## src/rtl/timer_pkg.sv

```systemverilog
// Shared register map, CTRL field positions, mode encodings and channel FSM states for multi_timer.
package timer_pkg;

   localparam logic [1:0] REG_CTRL   = 2'd0;
   localparam logic [1:0] REG_PRESET = 2'd1;
   localparam logic [1:0] REG_COUNT  = 2'd2;
   localparam logic [1:0] REG_STATUS = 2'd3;

   localparam int unsigned CTRL_EN      = 0;
   localparam int unsigned CTRL_MODE_LO = 1;
   localparam int unsigned CTRL_MODE_HI = 2;
   localparam int unsigned CTRL_IM      = 3;
   localparam int unsigned CTRL_PS_LO   = 8;
   localparam int unsigned CTRL_PS_HI   = 15;
   localparam int unsigned PS_W         = 8;

   localparam logic [1:0] MODE_ONESHOT = 2'b00;
   localparam logic [1:0] MODE_RELOAD  = 2'b01;

   typedef enum logic [1:0] {IDLE, LOAD, CNT, INT} state_e;

endpackage

```

## src/rtl/timer_channel.sv

```systemverilog
// One timer channel: CTRL/PRESET/COUNT/pending registers, FSM and optional prescaler.
// Prescaler storage and counter exist only when TIMER_PRESCALER_EN is defined.
module timer_channel
   import timer_pkg::*;
#(
   parameter int unsigned WIDTH = 32
) (
   input  logic        i_clk,
   input  logic        i_rst,
   input  logic        i_we,
   input  logic [1:0]  i_wreg,
   input  logic [31:0] i_wd,
   input  logic [1:0]  i_rreg,
   output logic [31:0] o_rd_c,
   output logic        o_irq_c
);

   state_e             r_state;
   state_e             w_state_nxt;
   logic               r_en;
   logic [1:0]         r_mode;
   logic               r_im;
   logic [WIDTH-1:0]   r_preset;
   logic [WIDTH-1:0]   r_count;
   logic               r_pending;
   logic [WIDTH-1:0]   w_count_nxt;
   logic               w_pending_nxt;
   logic               w_en_nxt;
   logic               w_tick;
   logic [31:0]        w_ctrl;

`ifdef TIMER_PRESCALER_EN
   logic [PS_W-1:0]    r_prescale;
   logic [PS_W-1:0]    r_presc_cnt;

   assign w_tick = (r_presc_cnt == r_prescale);

   // Prescaler restarts on every (re)load and only advances while counting.
   always_ff @(posedge i_clk) begin
      if (i_rst) begin
         r_presc_cnt <= '0;
      end else if (!i_we) begin
         if (r_state == LOAD || r_state == INT) begin
            r_presc_cnt <= '0;
         end else if (r_state == CNT && r_en) begin
            r_presc_cnt <= w_tick ? '0 : r_presc_cnt + PS_W'(1);
         end
      end
   end
`else
   assign w_tick = 1'b1;
`endif

   always_comb begin
      w_state_nxt   = r_state;
      w_count_nxt   = r_count;
      w_pending_nxt = r_pending;
      w_en_nxt      = r_en;
      case (r_state)
         IDLE: begin
            if (r_en) w_state_nxt = LOAD;
         end
         LOAD: begin
            w_count_nxt = r_preset;
            w_state_nxt = CNT;
         end
         CNT: begin
            if (!r_en) begin
               w_state_nxt = IDLE;
            end else if (w_tick) begin
               // PRESET of 0 expires on the first tick, same as 1
               if (r_count <= WIDTH'(1)) begin
                  w_count_nxt   = '0;
                  w_pending_nxt = 1'b1;
                  w_state_nxt   = INT;
               end else begin
                  w_count_nxt = r_count - WIDTH'(1);
               end
            end
         end
         INT: begin
            if (r_mode == MODE_RELOAD) begin
               w_count_nxt = r_preset;
               w_state_nxt = CNT;
            end else begin
               w_en_nxt    = 1'b0;
               w_state_nxt = IDLE;
            end
         end
         default: w_state_nxt = IDLE;
      endcase
   end

   // A bus write to this channel takes priority and freezes the FSM for the cycle.
   always_ff @(posedge i_clk) begin
      if (i_rst) begin
         r_state   <= IDLE;
         r_en      <= 1'b0;
         r_mode    <= MODE_ONESHOT;
         r_im      <= 1'b0;
         r_preset  <= '0;
         r_count   <= '0;
         r_pending <= 1'b0;
`ifdef TIMER_PRESCALER_EN
         r_prescale <= '0;
`endif
      end else if (i_we) begin
         case (i_wreg)
            REG_CTRL: begin
               r_en      <= i_wd[CTRL_EN];
               r_mode    <= i_wd[CTRL_MODE_HI:CTRL_MODE_LO];
               r_im      <= i_wd[CTRL_IM];
               r_state   <= IDLE;
               r_pending <= 1'b0;
`ifdef TIMER_PRESCALER_EN
               r_prescale <= i_wd[CTRL_PS_HI:CTRL_PS_LO];
`endif
            end
            REG_PRESET: r_preset <= i_wd[WIDTH-1:0];
            REG_STATUS: if (i_wd[0]) r_pending <= 1'b0;
            default: ;
         endcase
      end else begin
         r_state   <= w_state_nxt;
         r_count   <= w_count_nxt;
         r_pending <= w_pending_nxt;
         r_en      <= w_en_nxt;
      end
   end

   always_comb begin
      w_ctrl = '0;
      w_ctrl[CTRL_EN] = r_en;
      w_ctrl[CTRL_MODE_HI:CTRL_MODE_LO] = r_mode;
      w_ctrl[CTRL_IM] = r_im;
`ifdef TIMER_PRESCALER_EN
      w_ctrl[CTRL_PS_HI:CTRL_PS_LO] = r_prescale;
`endif
      o_rd_c = '0;
      case (i_rreg)
         REG_CTRL:   o_rd_c = w_ctrl;
         REG_PRESET: o_rd_c = 32'(r_preset);
         REG_COUNT:  o_rd_c = 32'(r_count);
         default:    o_rd_c = {31'b0, r_pending};
      endcase
   end

   assign o_irq_c = r_pending & r_im;

endmodule

```

## src/rtl/multi_timer.sv

```systemverilog
// Multi-channel down-counting timer: address decode, read mux and combined registered IRQ.
// Optional feature macro: TIMER_PRESCALER_EN (per-channel clock prescaler in CTRL[15:8]).
module multi_timer
   import timer_pkg::*;
#(
   parameter  int unsigned CHANNELS = 2,
   parameter  int unsigned WIDTH    = 32,
   localparam int unsigned CH_W     = (CHANNELS > 1) ? $clog2(CHANNELS) : 1
) (
   input  logic                i_clk,
   input  logic                i_rst,
   input  logic [CH_W+1:0]     i_addr,
   input  logic                i_we,
   input  logic [31:0]         i_wd,
   output logic [31:0]         o_rd,
   output logic                o_irq,
   output logic [CHANNELS-1:0] o_irq_vec
);

   logic [CH_W-1:0] w_ch;
   logic [1:0]      w_reg;
   logic [31:0]     w_rd_arr [CHANNELS];
   logic            r_irq;

   assign w_ch  = i_addr[CH_W+1:2];
   assign w_reg = i_addr[1:0];

   for (genvar g = 0; g < CHANNELS; g++) begin : g_ch
      timer_channel #(.WIDTH(WIDTH)) u_ch (
         .i_clk  (i_clk),
         .i_rst  (i_rst),
         .i_we   (i_we && (w_ch == CH_W'(g))),
         .i_wreg (w_reg),
         .i_wd   (i_wd),
         .i_rreg (w_reg),
         .o_rd_c (w_rd_arr[g]),
         .o_irq_c(o_irq_vec[g])
      );
   end

   // Channels beyond CHANNELS (non power-of-two counts) read as zero.
   always_comb begin
      o_rd = '0;
      for (int i = 0; i < int'(CHANNELS); i++) begin
         if (w_ch == CH_W'(i)) o_rd = w_rd_arr[i];
      end
   end

   always_ff @(posedge i_clk) begin
      if (i_rst) r_irq <= 1'b0;
      else       r_irq <= |o_irq_vec;
   end

   assign o_irq = r_irq;

endmodule

```

## config.mk

```make
export PLATFORM = sky130hd
export DESIGN_NAME = multi_timer
export DESIGN_NICKNAME = d
export VERILOG_FILES = /design/src/rtl/timer_pkg.sv /design/src/rtl/timer_channel.sv /design/src/rtl/multi_timer.sv
export SDC_FILE = /design/constraint.sdc
export NUM_CORES = 1
export LEC_CHECK = 0
export CAP_MARGIN = 20
export CORE_MARGIN = 3
export CORE_UTILIZATION = 32
export CTS_BUF_LIST = sky130_fd_sc_hd__clkbuf_4
export CTS_CLUSTER_DIAMETER = 200
export CTS_CLUSTER_SIZE = 16
export DETAILED_ROUTE_END_ITERATION = 8
export PLACE_DENSITY = 0.46
export SKIP_CTS_REPAIR_TIMING = 1
export SKIP_LAST_GASP = 1
export SLEW_MARGIN = 20
export SYNTH_ARGS = -nofsm -noshare
export SYNTH_HDL_FRONTEND = slang
export SYNTH_HIERARCHICAL = 1
export SYNTH_SLANG_ARGS = --single-unit
```

## constraint.sdc

```tcl
create_clock -name i_clk -period 5.8 [get_ports i_clk]
set_input_delay 1.16 -clock i_clk [delete_from_list [all_inputs] [get_ports i_clk]]
set_output_delay 1.16 -clock i_clk [all_outputs]
set_load 0.03 [all_outputs]
```

# Word-level counts from Yosys, hierarchy flattened
# Cells that the tools add are included.
# W data, S select, Z words.
# op_classes
n_addsub	2
n_lt_le_gt_ge	2
eq_ne	27
muxes	41
bitwise_logic	5
reduce_logical	28
# op_table
cell	n
$pmux W32 S3	4
$mux W32	7
$le A32 B1 Y1 const B	2
$sub A32 B1 Y32 const B	2
$mux W2	11
$mux W1	16
$pmux W2 S4	2
$reduce_bool A2 Y1	8
$eq A2 B2 Y1 const B	6
$ne A2 B1 Y1 const B	6
$ne A3 B3 Y1 const B	4
$reduce_and A3 Y1	4
$eq A2 B1 Y1 const B	5
$reduce_and A5 Y1	2
$ne A4 B3 Y1 const B	2
$reduce_and A2 Y1	4
$reduce_and A4 Y1	2
$logic_not A2 Y1	3
$ne A3 B1 Y1 const B	2
$reduce_bool A3 Y1	2
$ne A2 B2 Y1 const B	2
$not A1 Y1	3
$and A1 B1 Y1	2
$logic_and A1 B1 Y1	2
2 further kinds	2
# totals
reg_bits	143
input_bits	38
output_inout_bits	35
word_cells	120

# Longest topological paths before layout
# logic_depth
depth_word	5
depth_mapped	9
mapped_depth_nobuf	8

# By module
# The synthesis kept the hierarchy.
# modules_own_cells
module	n_inst	cells_per_inst	area_each_um2	seq_area_each_um2
timer_channel (g_ch[0].u_ch)	1	523	3935.0	1421.4
timer_channel (g_ch[1].u_ch)	1	521	3913.8	1421.4
multi_timer	1	40	574.3	20.0

# Least setup slack after synthesis
# Ideal clock, no wire load.
# synth_timing
kind	input port to output port
start	input port i_addr[1]
end	output port o_rd[29]
t_arrival_ps	2531
t_required_ps	4640
path_slack_ps	2109
stages	6
path_buffers	3
cell_sequence	clkbuf_1 nor2b_1 clkbuf_1 buf_1 a22o_1 mux2_2
# synth_lines
element	line	rtl
start, declared	multi_timer.sv:12	input logic [CH_W+1:0] i_addr,
end, declared	multi_timer.sv:15	output logic [31:0] o_rd,

==> impl_metrics.json <==
{
  "status": "complete, no violations",
  "drv_cap": 0,
  "drt_wl_total_microns": 31800,
  "ys_ff_latch": 143,
  "cp_top_family": "buffers and inverters",
  "p_total_mw": 1.82,
  "synth-edff-count": 0,
  "cts_tree": "built",
  "drc_errors": 0,
  "max_slew_margin": 0.318,
  "synth_flop_cell": "dfxtp_1",
  "layout_common_cells": "nand2_1 (217), dfxtp_1 (143), a21oi_1 (95), o21ai_0 (73), clkdlybuf4s50_1 (70)",
  "path_clk_slew_ns": 0.12,
  "crit_required_ns": 4.64,
  "cts_buffers": 17,
  "worst-path-max-fanout": 31,
  "syn_to_final_growth_pct": 13.9,
  "yosysWarnings": 6,
  "yosys.area.top_type": "dfxtp_1",
  "cts_sinks": 143,
  "ys_types": 67,
  "viasPerCell": 5.78,
  "finalCritPeriodShare": 0.850,
  "cts.path.max_buffers": 2,
  "die_y_microns": 168,
  "syn-instance-count": 1084,
  "p_int_mw": 1.27,
  "tightest_slew_ns": 1.02,
  "ys_seq_area_frac": 0.340,
  "fp-row-count": 58,
  "dieArea_sq_um": 28300,
  "port_buffers": 72,
  "cts_max_level": 4,
  "grt_pass1_vias": 8219,
  "grt_antenna_before_repair": 3,
  "min_from": "g_ch[1].u_ch/r_preset[18]",
  "final-hold-violation-count": 0,
  "syn_avg_cell_area_sq_um": 7.77,
  "ioPinCount": 73,
  "p_per_area_nw_per_um2": 190,
  "fmax_mhz": 203,
  "slowest_delay_ns": 0.68,
  "crit_slowest_cell": "clkdlybuf4s50_1",
  "hp-class": "reg2reg",
  "cp-startpoint": "i_addr[0]",
  "vias": 8395,
  "worstPathCellList": "clkdlybuf4s50_1 -> buf_4 -> nor2b_2 -> buf_4 -> nand2_1 -> o21ai_0 -> mux2_2 -> clkdlybuf4s50_1",
  "swShare": 0.300,
  "synth_top_area_share": 0.340,
  "post-place-ws_ns": 0.881,
  "ant_nets": 0,
  "cellLeakagePower_nw": 3.33,
  "skew_ns": 0.0385,
  "setup-violations-final": 0,
  "final_common_cell": "nand2_1",
  "power_frac_comb": 0.093,
  "overflow": 0,
  "p_clk_frac": 0.354,
  "wl_per_cell_microns": 21.9,
  "syn_nets": 1126,
  "grt_pass1_wl_microns": 49800,
  "arrival_ns": 3.77,
  "start_util": 0.330,
  "finalWorstSetupSlack_ns": 0.869,
  "drtPass1Iterations": 5,
  "syn_area_sq_um": 8420,
  "fin_crit_ns": 4.93,
  "cts_root_buffer": "clkbuf_4",
  "drive_above_1_share": 0.0999,
  "pwr-share-seq": 0.553,
  "grt_setup_unrepaired": "false",
  "setup_tns_ns": 0,
  "r2r_start": "g_ch[0].u_ch/r_count[12]",
  "die_w_microns": 168,
  "final_util": 0.376,
  "globalplace.congestion": 0.850,
  "grt_max_degree": 58,
  "clkLatencyLatePin_ns": 0.56,
  "vdd_drop_max_mv": 0.109,
  "start_kind": "primary input",
  "cp-end-kind": "output pin",
  "worst-path-buf-inv": 4,
  "layout.nets": 1150,
  "grtUsageTotal": 0.223,
  "crit_type": "in2out",
  "synthTopCellsByArea": "dfxtp_1 (34%), nand2_1 (9.7%), a22o_1 (5.8%)",
  "first_iter_violations": 656,
  "async_flop_share": 0,
  "p_sw_uw": 545,
  "core_area_sq_um": 25500,
  "place_hpwl_microns": 22800,
  "slew_viol_final": 0
}
## sequential cells by signal, summed over array words and instances, names as in the netlist
| signal | cells |
|---|---|
| g_ch.u_ch/r_en | 2 |
| g_ch.u_ch/r_state | 4 |
| g_ch.u_ch/r_mode | 4 |
| o_irq | 1 |
| g_ch.u_ch/r_pending | 2 |
| g_ch.u_ch/r_preset | 64 |
| g_ch.u_ch/r_im | 2 |
| g_ch.u_ch/r_count | 64 |
## per-stage QoR
stage | instance area (sq um) | instances | hold WS, ns
finish | 9590 | 1452 | 0.488
global route | 9590 | 1452 | 0.502
CTS | 9590 | 1451 | 0.489
detailed placement | 9330 | 1419 | 0.471
global placement | 9330 | 1419 | 0.469
floorplan | 8420 | 1084 | 0.445
## power by group through the flow
stage	registers (mW)	logic (mW)	clock network (mW)
global route	1.01	0.185	0.711
floorplan	1.02	0.0993	0
finish	1.01	0.170	0.644
detailed placement	1.03	0.170	0
CTS	1.01	0.170	0.672
global placement	1.03	0.170	0
## final cells by class
type / count / area, sq um
sequential: 143 / 2860
multi-input combinational: 835 / 5110
inverter: 17 / 63.8
clock buffer: 17 / 128
fill: 2756 / 16000
clock inverter: 15 / 138
timing repair buffer: 94 / 878
tap: 330 / 413
antenna: 1 / 2.50
## worst register-to-register path, stage by stage (launching register included)
cell	delay [ns]
dfxtp_1	0.42
or4_1	0.70
or4_4	0.66
o31ai_4	0.89
o21ai_0	0.22
a22oi_1	0.22
nor2_1	0.06
## cells by family (layout without fill, tap and decap cells)
logic type      after synthesis  after routing  share of synthesized area
simple gates                435            435                      0.243
compound gates              348            348                      0.277
flops                       143            143                      0.340
buf+inv                     106            143                     0.0563
mux                          48             48                     0.0772
fa+ha+maj                     4              4                    0.00594
other cells                   0              1                          0
## cell usage after synthesis, types with 11 or more instances
library cell and number:
mux2_4 28, nor3_1 23, a22o_1 56, nand2_1 217, a32o_1 12, clkbuf_1 68, a22oi_1 20, nor2b_1 11
nor4_1 24, a21oi_1 97, o21ai_0 73, or4_1 11, a31oi_1 24, inv_1 16, mux2i_1 14, o31ai_1 14
nor2_1 62, dfxtp_1 143, nand3_1 24
## metal layers
layer,GRT usage,share of wire,up-vias
li1,-,-,4027
met1,0.307,0.46,4122
met2,0.364,0.47,212
met3,0.0441,0.052,30
met4,0.0491,0.015,4
met5,0,0.0011,-
## path summary, 6_finish.rpt
path                                    end  cells after the start  slack (ns)
setup / recovery                    o_rd[1]                      8        0.87
setup reg to reg   g_ch[0].u_ch/r_count[25]                      6        2.49
hold reg to reg   g_ch[1].u_ch/r_preset[18]                      2        0.49
hold / removal    g_ch[1].u_ch/r_preset[18]                      2        0.49
(Power assumes the default switching activity.)
==> variant, RTL diff (same flow settings) <==
The option `TIMER_PRESCALER_EN` is turned on by a define.
--- a/src/rtl/timer_channel.sv
+++ b/src/rtl/timer_channel.sv
@@ -1,4 +1,6 @@
 // One timer channel: CTRL/PRESET/COUNT/pending registers, FSM and optional prescaler.
 // Prescaler storage and counter exist only when TIMER_PRESCALER_EN is defined.
+`define TIMER_PRESCALER_EN
+
 module timer_channel
    import timer_pkg::*;
Formal check against the unedited RTL: not equivalent (a bounded check fails within 4 cycles, from zero or initial values and one cycle with i_rst high).
==> variant against the original RTL <==
  * Synthesized area is 20% higher
  * Power is 27% higher
  * Clock skew is 7.6 ps lower
  * Cell area is 19% higher
  * Highest routed layer unchanged
  * Wire length is 21% higher
  * Register-to-register slack better by 20 ps
  * Count of clock-buffer cells in the layout is 3 higher
  * Clock power is 25% higher
  * Setup slack better by 83 ps
  * Global-route usage is 0.12 points higher
  * Sequential cell count is 32 higher
  * Via count is 19% higher
==> variant: results (changes against the original RTL) <==
- Status: finished clean
- # clk buffers: 20 (+3)
- Distinct cells, synth: 72 (+7.5%)
- Fraction of area in multi-input gates: 52.82% (-0.43 points)
- Final Skew: 30.86 ps (-7.633 ps)
- Routability cong.: 0.8425 (-0.85%)
- TritonCTS clock tree: done
- Fill cell count: 3270 (+19%)
- Met1 WL: 18210 um (+24%)
- ClkCell Share: 2.740% (-0.025 points)
- GRT met3 Usage: 4.729% (+0.31 points)
- Met2 wire length: 17220 um (+16%)
- Place WS: 972.5 ps (+91.69 ps)
- Synth area leaders: dfxtp_1, nand2_1, a21oi_1
- Hold path start: g_ch[0].u_ch/r_mode[0]
- Post-DP Area: 11100 sq um (+19%)
- Largest net degree at the start of global routing: 66 (+14%)
- Multi-input combinational cell count: 989 (+18%)
- Post-Route WL: 38480 um (+21%)
- Non-clk invs: 44 (+27)
- Synth top cells by count: nand2_1, dfxtp_1, a21oi_1
- Fin crit share: 83.60% (-1.4 points)
- Leakage: 3.976 nW (+19%)
- Peak supply drop: 0.1066 mV (-2.2%)
- Seq Cell Count: 175 (+22%)
- GRT Util Overall: 22.45% (+0.12 points)
- Worst reg-to-reg setup slack: 2510 ps (+20 ps)
- Reg clk slew, reported paths: 140 ps (+20 ps)
- Worst flop-to-flop path startpoint: g_ch[1].u_ch/r_count[24]
- CP max FO: 39 (+26%)
- Placed Instances: 1702 (+20%)
- Via count: 9978 (+19%)
- Met2 usage: 35.07% (-1.4 points)
- Met1 GRT Util: 31.81% (+1.2 points)
- Area growth from synthesis to layout: 12.91%
- Pwr dens: 201.8 nW/um^2 (+6.4%)
- Final HPWL DP: 27490 um (+21%)
- Signal buffers: 98 (+4.3%)
- Worst R2R End: g_ch[1].u_ch/r_count[0]
- Met3 WL: 2237 um (+35%)
- Hold Path End: g_ch[0].u_ch/r_mode[0]
- Clk_lat worst skew: 610 ps (+50 ps)
- Detailed router's first-iteration violation count: 920 (+40%)
- Sequential share of cell area: 30.68% (+0.85 points)
- Initial antenna violation count: 2 (-1)
-- variant: power breakdown --
part	internal (mW)	switching (mW)	total, mW
combinational	0.0922	0.172	0.264
sequential	1.22	0.0198	1.24
clock	0.317	0.485	0.802
-- variant: stage by stage --
| step | hold slack [ps] | utilization [%] |
|---|---|---|
| 2_1_floorplan | 443.6 | - |
| 3_3_place_gp | 454.2 | 35.99 |
| 3_5_place_dp | 459.5 | 36.01 |
| 4_1_cts | 478.4 | 37.03 |
| 5_1_grt | 497.6 | 37.03 |
| 6_report | 476.9 | 37.03 |
-- variant: logic make-up (layout without fill, tap and decap cells) --
family                   count (synthesis)  count (layout)  share of synthesized area (%)
multiplexers                            61              61                          7.733
XOR/XNOR                                28              28                          2.425
AND/OR/NAND/NOR                        513             513                          24.76
flip-flops                             175             175                          34.64
other                                    0               1                              0
adder cells (fa/ha/maj)                  6               6                         0.7424
AO/OA/AOI/OAI                          381             381                          23.72
buffers and inverters                  137             174                          5.976
